### src/rtl/display_7seg_scan.sv
// Binary-to-BCD (sequential double dabble) plus 3-digit multiplexed common-anode 7-segment driver.
// Optional leading-zero blanking is enabled by defining DISP7_LZ_BLANK_EN.
module display_7seg_scan #(
  parameter int unsigned REFRESH_DIV = 10000
) (
  input  logic       clk,
  input  logic       rst_n_i,
  input  logic [7:0] value_i,
  output logic [3:0] an_o,
  output logic [6:0] seg_o,
  output logic       busy_o
);

  localparam int unsigned CW = $clog2(REFRESH_DIV);
  localparam logic [CW-1:0] CNT_MAX = CW'(REFRESH_DIV - 1);

  typedef enum logic [1:0] {
    IDLE,
    SHIFT,
    LOAD
  } state_e;

  state_e        state_q, state_d;
  logic [7:0]    val_q, val_d;
  logic [19:0]   sh_q, sh_d;
  logic [2:0]    iter_q, iter_d;
  logic [11:0]   bcd_q, bcd_d;
  logic          busy_q, busy_d;
  logic [CW-1:0] cnt_q, cnt_d;
  logic [1:0]    idx_q, idx_d;
  logic [3:0]    an_q, an_d;
  logic [6:0]    seg_q, seg_d;

  logic [19:0]   adj;
  logic [3:0]    digit;
  logic          blank;

  function automatic logic [6:0] dec7(input logic [3:0] d);
    logic [6:0] s;
    case (d)
      4'd0:    s = 7'b1000000;
      4'd1:    s = 7'b1111001;
      4'd2:    s = 7'b0100100;
      4'd3:    s = 7'b0110000;
      4'd4:    s = 7'b0011001;
      4'd5:    s = 7'b0010010;
      4'd6:    s = 7'b0000010;
      4'd7:    s = 7'b1111000;
      4'd8:    s = 7'b0000000;
      4'd9:    s = 7'b0010000;
      default: s = 7'b1111111;
    endcase
    return s;
  endfunction

  // Conversion FSM: one add-3/shift iteration per cycle over the {bcd, binary} register
  always_comb begin
    state_d = state_q;
    val_d   = val_q;
    sh_d    = sh_q;
    iter_d  = iter_q;
    bcd_d   = bcd_q;
    adj     = sh_q;
    case (state_q)
      IDLE: begin
        if (value_i != val_q) begin
          val_d   = value_i;
          sh_d    = {12'd0, value_i};
          iter_d  = '0;
          state_d = SHIFT;
        end
      end
      SHIFT: begin
        for (int unsigned i = 0; i < 3; i++) begin
          if (adj[8 + 4*i +: 4] >= 4'd5) begin
            adj[8 + 4*i +: 4] = adj[8 + 4*i +: 4] + 4'd3;
          end
        end
        sh_d   = {adj[18:0], 1'b0};
        iter_d = iter_q + 3'd1;
        if (iter_q == 3'd7) begin
          state_d = LOAD;
        end
      end
      LOAD: begin
        bcd_d   = sh_q[19:8];
        state_d = IDLE;
      end
      default: state_d = IDLE;
    endcase
    busy_d = (state_d != IDLE);
  end

  // Scan timing and registered anode/segment pair
  always_comb begin
    cnt_d = (cnt_q == CNT_MAX) ? '0 : cnt_q + 1'b1;
    idx_d = idx_q;
    if (cnt_q == CNT_MAX) begin
      idx_d = (idx_q == 2'd2) ? 2'd0 : idx_q + 2'd1;
    end

    digit = 4'd0;
    blank = 1'b0;
    an_d  = 4'b1111;
    case (idx_q)
      2'd0: begin
        digit = bcd_q[3:0];
        an_d  = 4'b1110;
      end
      2'd1: begin
        digit = bcd_q[7:4];
        an_d  = 4'b1101;
`ifdef DISP7_LZ_BLANK_EN
        blank = (bcd_q[11:4] == 8'd0);
`endif
      end
      2'd2: begin
        digit = bcd_q[11:8];
        an_d  = 4'b1011;
`ifdef DISP7_LZ_BLANK_EN
        blank = (bcd_q[11:8] == 4'd0);
`endif
      end
      default: begin
        digit = 4'd0;
        an_d  = 4'b1111;
        blank = 1'b1;
      end
    endcase
    seg_d = blank ? '1 : dec7(digit);
  end

  always_ff @(posedge clk or negedge rst_n_i) begin
    if (!rst_n_i) begin
      state_q <= IDLE;
      val_q   <= '0;
      sh_q    <= '0;
      iter_q  <= '0;
      bcd_q   <= '0;
      busy_q  <= 1'b0;
      cnt_q   <= '0;
      idx_q   <= '0;
      an_q    <= '1;
      seg_q   <= '1;
    end else begin
      state_q <= state_d;
      val_q   <= val_d;
      sh_q    <= sh_d;
      iter_q  <= iter_d;
      bcd_q   <= bcd_d;
      busy_q  <= busy_d;
      cnt_q   <= cnt_d;
      idx_q   <= idx_d;
      an_q    <= an_d;
      seg_q   <= seg_d;
    end
  end

  assign an_o   = an_q;
  assign seg_o  = seg_q;
  assign busy_o = busy_q;

endmodule
### config.mk
export PLATFORM = sky130hd
export DESIGN_NAME = display_7seg_scan
export DESIGN_NICKNAME = d
export VERILOG_FILES = /design/src/rtl/display_7seg_scan.sv
export SDC_FILE = /design/constraint.sdc
export NUM_CORES = 1
export LEC_CHECK = 0
export BUFFER_PORTS_ARGS = -buffer_cell sky130_fd_sc_hd__buf_2
export CAP_MARGIN = 20
export CORE_UTILIZATION = 45
export CTS_BUF_LIST = sky130_fd_sc_hd__clkbuf_8
export CTS_CLUSTER_SIZE = 10
export DETAILED_ROUTE_END_ITERATION = 8
export GPL_TIMING_DRIVEN = 0
export HOLD_SLACK_MARGIN = 0.12
export RECOVER_POWER = 25
export SYNTH_ARGS = -nofsm -noshare
export SYNTH_HDL_FRONTEND = slang
export SYNTH_SLANG_ARGS = --single-unit
### constraint.sdc
create_clock -name clk -period 2.1 [get_ports clk]
set_clock_uncertainty 0.1 [all_clocks]
set_input_delay 0.105 -clock clk [delete_from_list [all_inputs] [get_ports clk]]
set_output_delay 0.105 -clock clk [all_outputs]
set_load 0.02 [all_outputs]
* Yosys cells after proc, flatten, opt, wreduce, memory -nomap -nowiden *
Memories as Yosys holds them, arrays and structs flattened.
Index checks and enable logic that the tools add are counted.

word-level totals
  register bits after elaboration = 73
  ROM bits = 112
  bits of input ports = 10
  word-level logic and storage cells = 50
  memories = 1

operators by class
  add/sub/neg operators = 6
  $lt $le $gt $ge = 3
  eq/ne operators = 8
  mux-type cells = 15
  reduce and logical (&&, ||, !) cells = 7

memories
  memory            depth  width  read ports  clocked after memory_dff  write ports  RTL line  source
  (name not given)  16     7      1           0                         0            40        case (d)

operators with widths
  kind                                                               number
  case mux 20 bit (2 select lines)                                   1
  two-way mux 20 bit                                                 1
  adder 14 x 1 -> 14 bit, second input constant                      1
  == test 14 bit, second input constant                              1
  two-way mux 14 bit                                                 1
  greater-or-equal comparator 4 x 3 -> 1 bit, second input constant  3
  case mux 4 bit (3 select lines)                                    1
  case mux 3 bit (3 select lines)                                    1
  adder 4 x 2 -> 4 bit, second input constant                        2
  two-way mux 4 bit                                                  2
  inequality test 8 bit                                              1
  two-way mux 7 bit                                                  1
  two-way mux 2 bit                                                  3
  two-way mux 3 bit                                                  2
  case mux 3 bit (2 select lines)                                    1
  == test 2 x 1 -> 1 bit, second input constant                      2
  == test 2 bit, second input constant                               2
  zero test 2 bit                                                    2
  case mux 2 bit (2 select lines)                                    1
  AND reduction 2 bit                                                2
  nonzero test 2 bit                                                 2
  adder 3 x 1 -> 3 bit, second input constant                        1
  adder 3 x 2 -> 3 bit, second input constant                        1
  == test 3 bit, second input constant                               1
  3 further kinds                                                    3

* Longest topological paths before layout *
  depth in word-level cells = 4
  mapped depth = 8

* Least setup slack after synthesis *
Ideal clock, no wire load.

  path type = register to register
  from = reg idx_q[1]
  to = reg seg_q[4] (netlist: seg_o[4])
  library setup time = 81 ps
  arrival time = 1767 ps
  slack = 153 ps
  stages on the path, launching flop included = 8
  path buffers = 1
  path through = dfrtp_1 -> buf_4 -> and2b_1 -> o2bb2ai_1 -> inv_1 -> ha_1 -> mux2_2 -> a32oi_1

between the ends
  cells in the longest elaborated chain, start to end = 4
  elaborated cells between the ends (all ways) = 7
  classes of those cells = eq/ne: 2; mux: 2; reduce/logical: 2; memory: 1

ends and longest elaborated chain
  item                                   RTL line  source
  start, declared                        30        logic [1:0] idx_q, idx_d;
  start signal, assigned                 153       idx_q <= idx_d;
  == test 2 bit (tied with other cells)  105       case (idx_q)
  case mux 4 bit (3 select lines)        105
  memory read (16 x 7 bit)               --
  two-way mux 7 bit *                    130       seg_d = blank ? '1 : dec7(digit);
  via seg_d[4]                           32        logic [6:0] seg_q, seg_d;
  end signal, assigned                   155       seg_q <= seg_d;
  end, declared                          32

The timed path passes the listed nets; every way through them passes the cells marked *.
A chain may end at the register's enable or synchronous reset.

* Final worst setup path *
Ends and elaborated chain as after synthesis.

==> results_tabular.tex <==
\begin{tabular}{lr}
\hline
Metric & Value \\
\hline
\multicolumn{2}{l}{\textbf{Global routing}} \\
\quad Number of global-route vias before repair & around 2200 \\
\quad Wire length of the first global-routing pass & just over 10000 µm \\
\quad All-Layer GR Usage & 15.80\% \\
\quad Pin count of the biggest net entering global routing & 45 \\
\quad Number of antenna violations at the first check in global routing & 0 \\
\quad Congestion Overflow GR & 0 \\
\multicolumn{2}{l}{\textbf{Worst setup path}} \\
\quad Largest driver fanout on the critical path & 9 \\
\quad Crit path arrival time & $\sim$2.1 ns \\
\quad Crit Path Category & flop to flop \\
\quad Crit start category & flop \\
\quad Required time of the critical path & 2.26 ns \\
\quad Startpoint of the lowest-slack register-to-register path & idx\_q[1]\$\_DFFE\_PN0N\_ \\
\quad Timing startpoint of the critical path & idx\_q[1]\$\_DFFE\_PN0N\_ \\
\quad Type of destination of the critical path & flop \\
\multicolumn{2}{l}{\textbf{Timing}} \\
\quad Final critical-path required period & between 1.5 and 2 ns \\
\quad Least-Margin Pin Slew & 0.7104 ns \\
\quad Hold\_ws & 0.2389 ns \\
\quad Final setup vio count & 0 \\
\quad Unrepaired setup endpoints after global routing & false \\
\quad Setup TNS & 0 ns \\
\quad Max Slew Vio Count & 0 \\
\quad FMAX & $\sim$510 MHz \\
\quad Hold violation count in the final report & 0 \\
\quad Period utilization & 93.39\% \\
\quad Worst max-slew margin expressed relative to the limit & 52.64\% \\
\multicolumn{2}{l}{\textbf{Drt}} \\
\quad Vias & around 2200 \\
\quad Total detailed-routing wirelength & around 5800 µm \\
\quad Remaining antenna violation count after routing & 0 \\
\quad Number of iterations in the first detailed-routing pass & 4 \\
\quad Residual DRC & 0 \\
\quad Number of vias per cell & slightly above 5 \\
\quad Initial DRC Count & 67 \\
\quad Mean routed wirelength per cell & 13.48 µm \\
\multicolumn{2}{l}{\textbf{Final layout}} \\
\quad Fin cells & roughly 430 \\
\quad Final-stage net count & 348 \\
\quad Footprint of the multi-input gates & $\sim$0.0015 mm² \\
\quad Layout cell share with drive strength beyond 1 & between 20 and 30\% \\
\quad Area Growth Syn to Fin & 15.47\% \\
\quad Number of antenna cells inserted & 0 \\
\quad Filler Cell Count & between 600 and 700 \\
\quad Final core occ & a little over half \\
\quad Footprint of the flip-flops and latches & $\sim$0.0018 mm² \\
\multicolumn{2}{l}{\textbf{Synthesis}} \\
\quad Mean instance size in the synthesized netlist & between 10 and 15 µm² \\
\quad Yosys warns & 0 \\
\quad Gate count of the mapped netlist & between 200 and 300 \\
\quad Unique cell type count in the Yosys netlist & between 40 and 50 \\
\quad Post-synth design cell area & approximately 0.0035 mm² \\
\quad Post-synthesis async set-or-reset flop share & 100.0\% \\
\quad Post-synthesis net count & approximately 300 \\
\quad Post-synthesis sequential area ratio & about 52\% \\
\quad Number of storage elements in the synthesis netlist & between 70 and 80 \\
\quad Top\_reg\_cell synth & dfrtp\_1 \\
\quad Count of flip-flops with a built-in enable after synthesis & 0 \\
\multicolumn{2}{l}{\textbf{Floorplan}} \\
\quad Starting utilization of the core area & a little under half \\
\quad Number of primary I/O pins & 22 \\
\quad Overall die area & roughly 0.008 mm² \\
\quad Height of the chip & 89.71 µm \\
\quad Standard-cell rows & 31 \\
\quad Die X & about 90 µm \\
\quad Area of the core & roughly 0.0073 mm² \\
\multicolumn{2}{l}{\textbf{Clock network}} \\
\quad Clock network latency to the later pin of the worst-skew pair & 0.34 ns \\
\quad Number of buffers created by CTS & 9 \\
\quad Library cell used as clock root buffer & clkbuf\_8 \\
\quad Level count of the clock H-tree & 3 \\
\quad TritonCTS clock tree & built \\
\quad Clock input transition at the sequential cells of the worst setup and hold paths & about 0.080 ns \\
\quad Number of clock sinks & just over 70 \\
\quad Clock Path Buffers & 2 \\
\multicolumn{2}{l}{\textbf{Min path}} \\
\quad Class of the tightest hold or removal check & input pin to asynchronous set/reset pin \\
\multicolumn{2}{l}{\textbf{Pwr}} \\
\quad Static leakage power & about 1.8 nW \\
\quad Power per standard cell area & 1322 mW/mm² \\
\quad Power consumption & $\sim$5.3 mW \\
\quad VDD IR max & 0.5320 mV \\
\multicolumn{2}{l}{\textbf{Place}} \\
\quad IO Port Bufs & 20 \\
\quad RD Place Congestion & between 0.7 and 0.8 \\
\quad Final HPWL from detailed placement & approximately 4100 µm \\
\quad Number of cells after detailed placement & between 400 and 500 \\
\multicolumn{2}{l}{\textbf{Flow run}} \\
\quad Count of max-cap constraint violations & 0 \\
\multicolumn{2}{l}{\textbf{Run status}} \\
\quad Run status & complete, no violations \\
\hline
\end{tabular}
layer usage:
layer	GRT usage, %	vias to the layer above	share of wire [%]	routed length [µm]
li1	-	1091	-	-
met1	18.48	1092	45	2622
met2	27.24	31	50	2891
met3	5.415	7	3.1	181
met4	4.918	0	1.3	76
met5	0	-	0	0
kinds of logic after synthesis:
kind of cell / count (synthesis) / synth area share, %
compound gates: 53 / 13.01
xor+xnor: 26 / 6.578
mux: 28 / 8.818
other cells: 1 / 0.1083
simple gates: 63 / 10.30
fa+ha+maj: 14 / 5.060
flops: 72 / 52.40
buf+inv: 26 / 3.722
per-stage QoR:
step	cell area (µm²)	setup WS, ns
global placement	3686	-0.02337
detailed placement	3716	-0.01702
global route	3998	0.04237
CTS	4000	0.05437
floorplan	3462	0.1527
finish	3998	0.1388
layout by cell type (no fill, tap or decap), types with 4 or more instances in the layout:
master,synthesis,final
nand2_1,12,12
dlygate4sd3_1,0,9
nor2_1,9,9
a22o_2,4,4
dfrtp_1,62,62
a21oi_1,4,4
a22o_1,4,4
mux2i_1,8,8
dfstp_2,10,10
clkbuf_8,0,9
nand3_1,5,5
buf_2,3,22
clkbuf_1,4,4
o211ai_1,5,5
xor2_1,9,9
and2_1,9,9
and4_1,4,4
mux2_2,20,20
inv_1,13,14
nand2b_1,5,5
ha_1,14,14
nor3_1,4,4
o21ai_0,8,8
xnor2_1,17,17
a221o_2,7,7
report_power, final:
part	total (mW)	internal [mW]	switching, mW
clock network	1.04	0.538	0.504
logic	2.08	1.05	1.03
registers	2.16	1.88	0.284
total	5.29	3.47	1.82
synth_stat cells (5+ instances only):
library cell  count  area share, %
o211ai_1          5            1.1
a221o_2           7            2.3
dfstp_2          10            7.6
dfrtp_1          62             45
mux2_2           20            6.5
and2_1            9            1.6
nand3_1           5           0.72
o21ai_0           8            1.2
nand2_1          12            1.3
inv_1            13            1.4
xor2_1            9            2.3
nand2b_1          5           0.90
mux2i_1           8            2.3
nor2_1            9           0.98
ha_1             14            5.1
xnor2_1          17            4.3
area by class of cell:
class,count,share of cell area (%)
well taps,99,3.099
repair buffers,30,4.945
flip-flops and latches,72,45.38
multi-input cells,185,38.65
clock buffers,9,3.099
plain buffers,13,2.003
clock inverters,7,1.596
inverters,13,1.221
worst max-delay path: stages (launching register included):
cell and delay, ns:
dfrtp_1 0.36, buf_4 0.16, and2b_4 0.31, o2bb2ai_4 0.16, inv_1 0.11, ha_1 0.22
mux2_2 0.27, a32oi_1 0.20
repair_timing:
action,4_1_cts,5_1_grt
hold endpoints to repair,78,0
setup buffers,0,0
resized for setup,1,4
hold buffers,9,0
setup endpoints to repair,1,5
sequential cells by signal, indices dropped and copies added, names as in the netlist:
signal	cells
an_o	3
state_q	2
idx_q	2
iter_q	3
busy_o	1
bcd_q	12
seg_o	7
cnt_q	14
sh_q	20
val_q	8
final timing paths:
kind,end,slack (ns),cells after the start
hold / removal,cnt_q[6]$_DFF_PN0_,0.24,2
hold reg to reg,cnt_q[0]$_DFF_PN0_,0.38,1
max in group asynchronous,sh_q[10]$_DFFE_PN0P_,0.54,3
setup reg to reg,seg_o[4]$_DFF_PN1_,0.14,7
setup / recovery,seg_o[4]$_DFF_PN1_,0.14,7
min in group clk,cnt_q[0]$_DFF_PN0_,0.38,1
(Power assumes the default switching activity.)
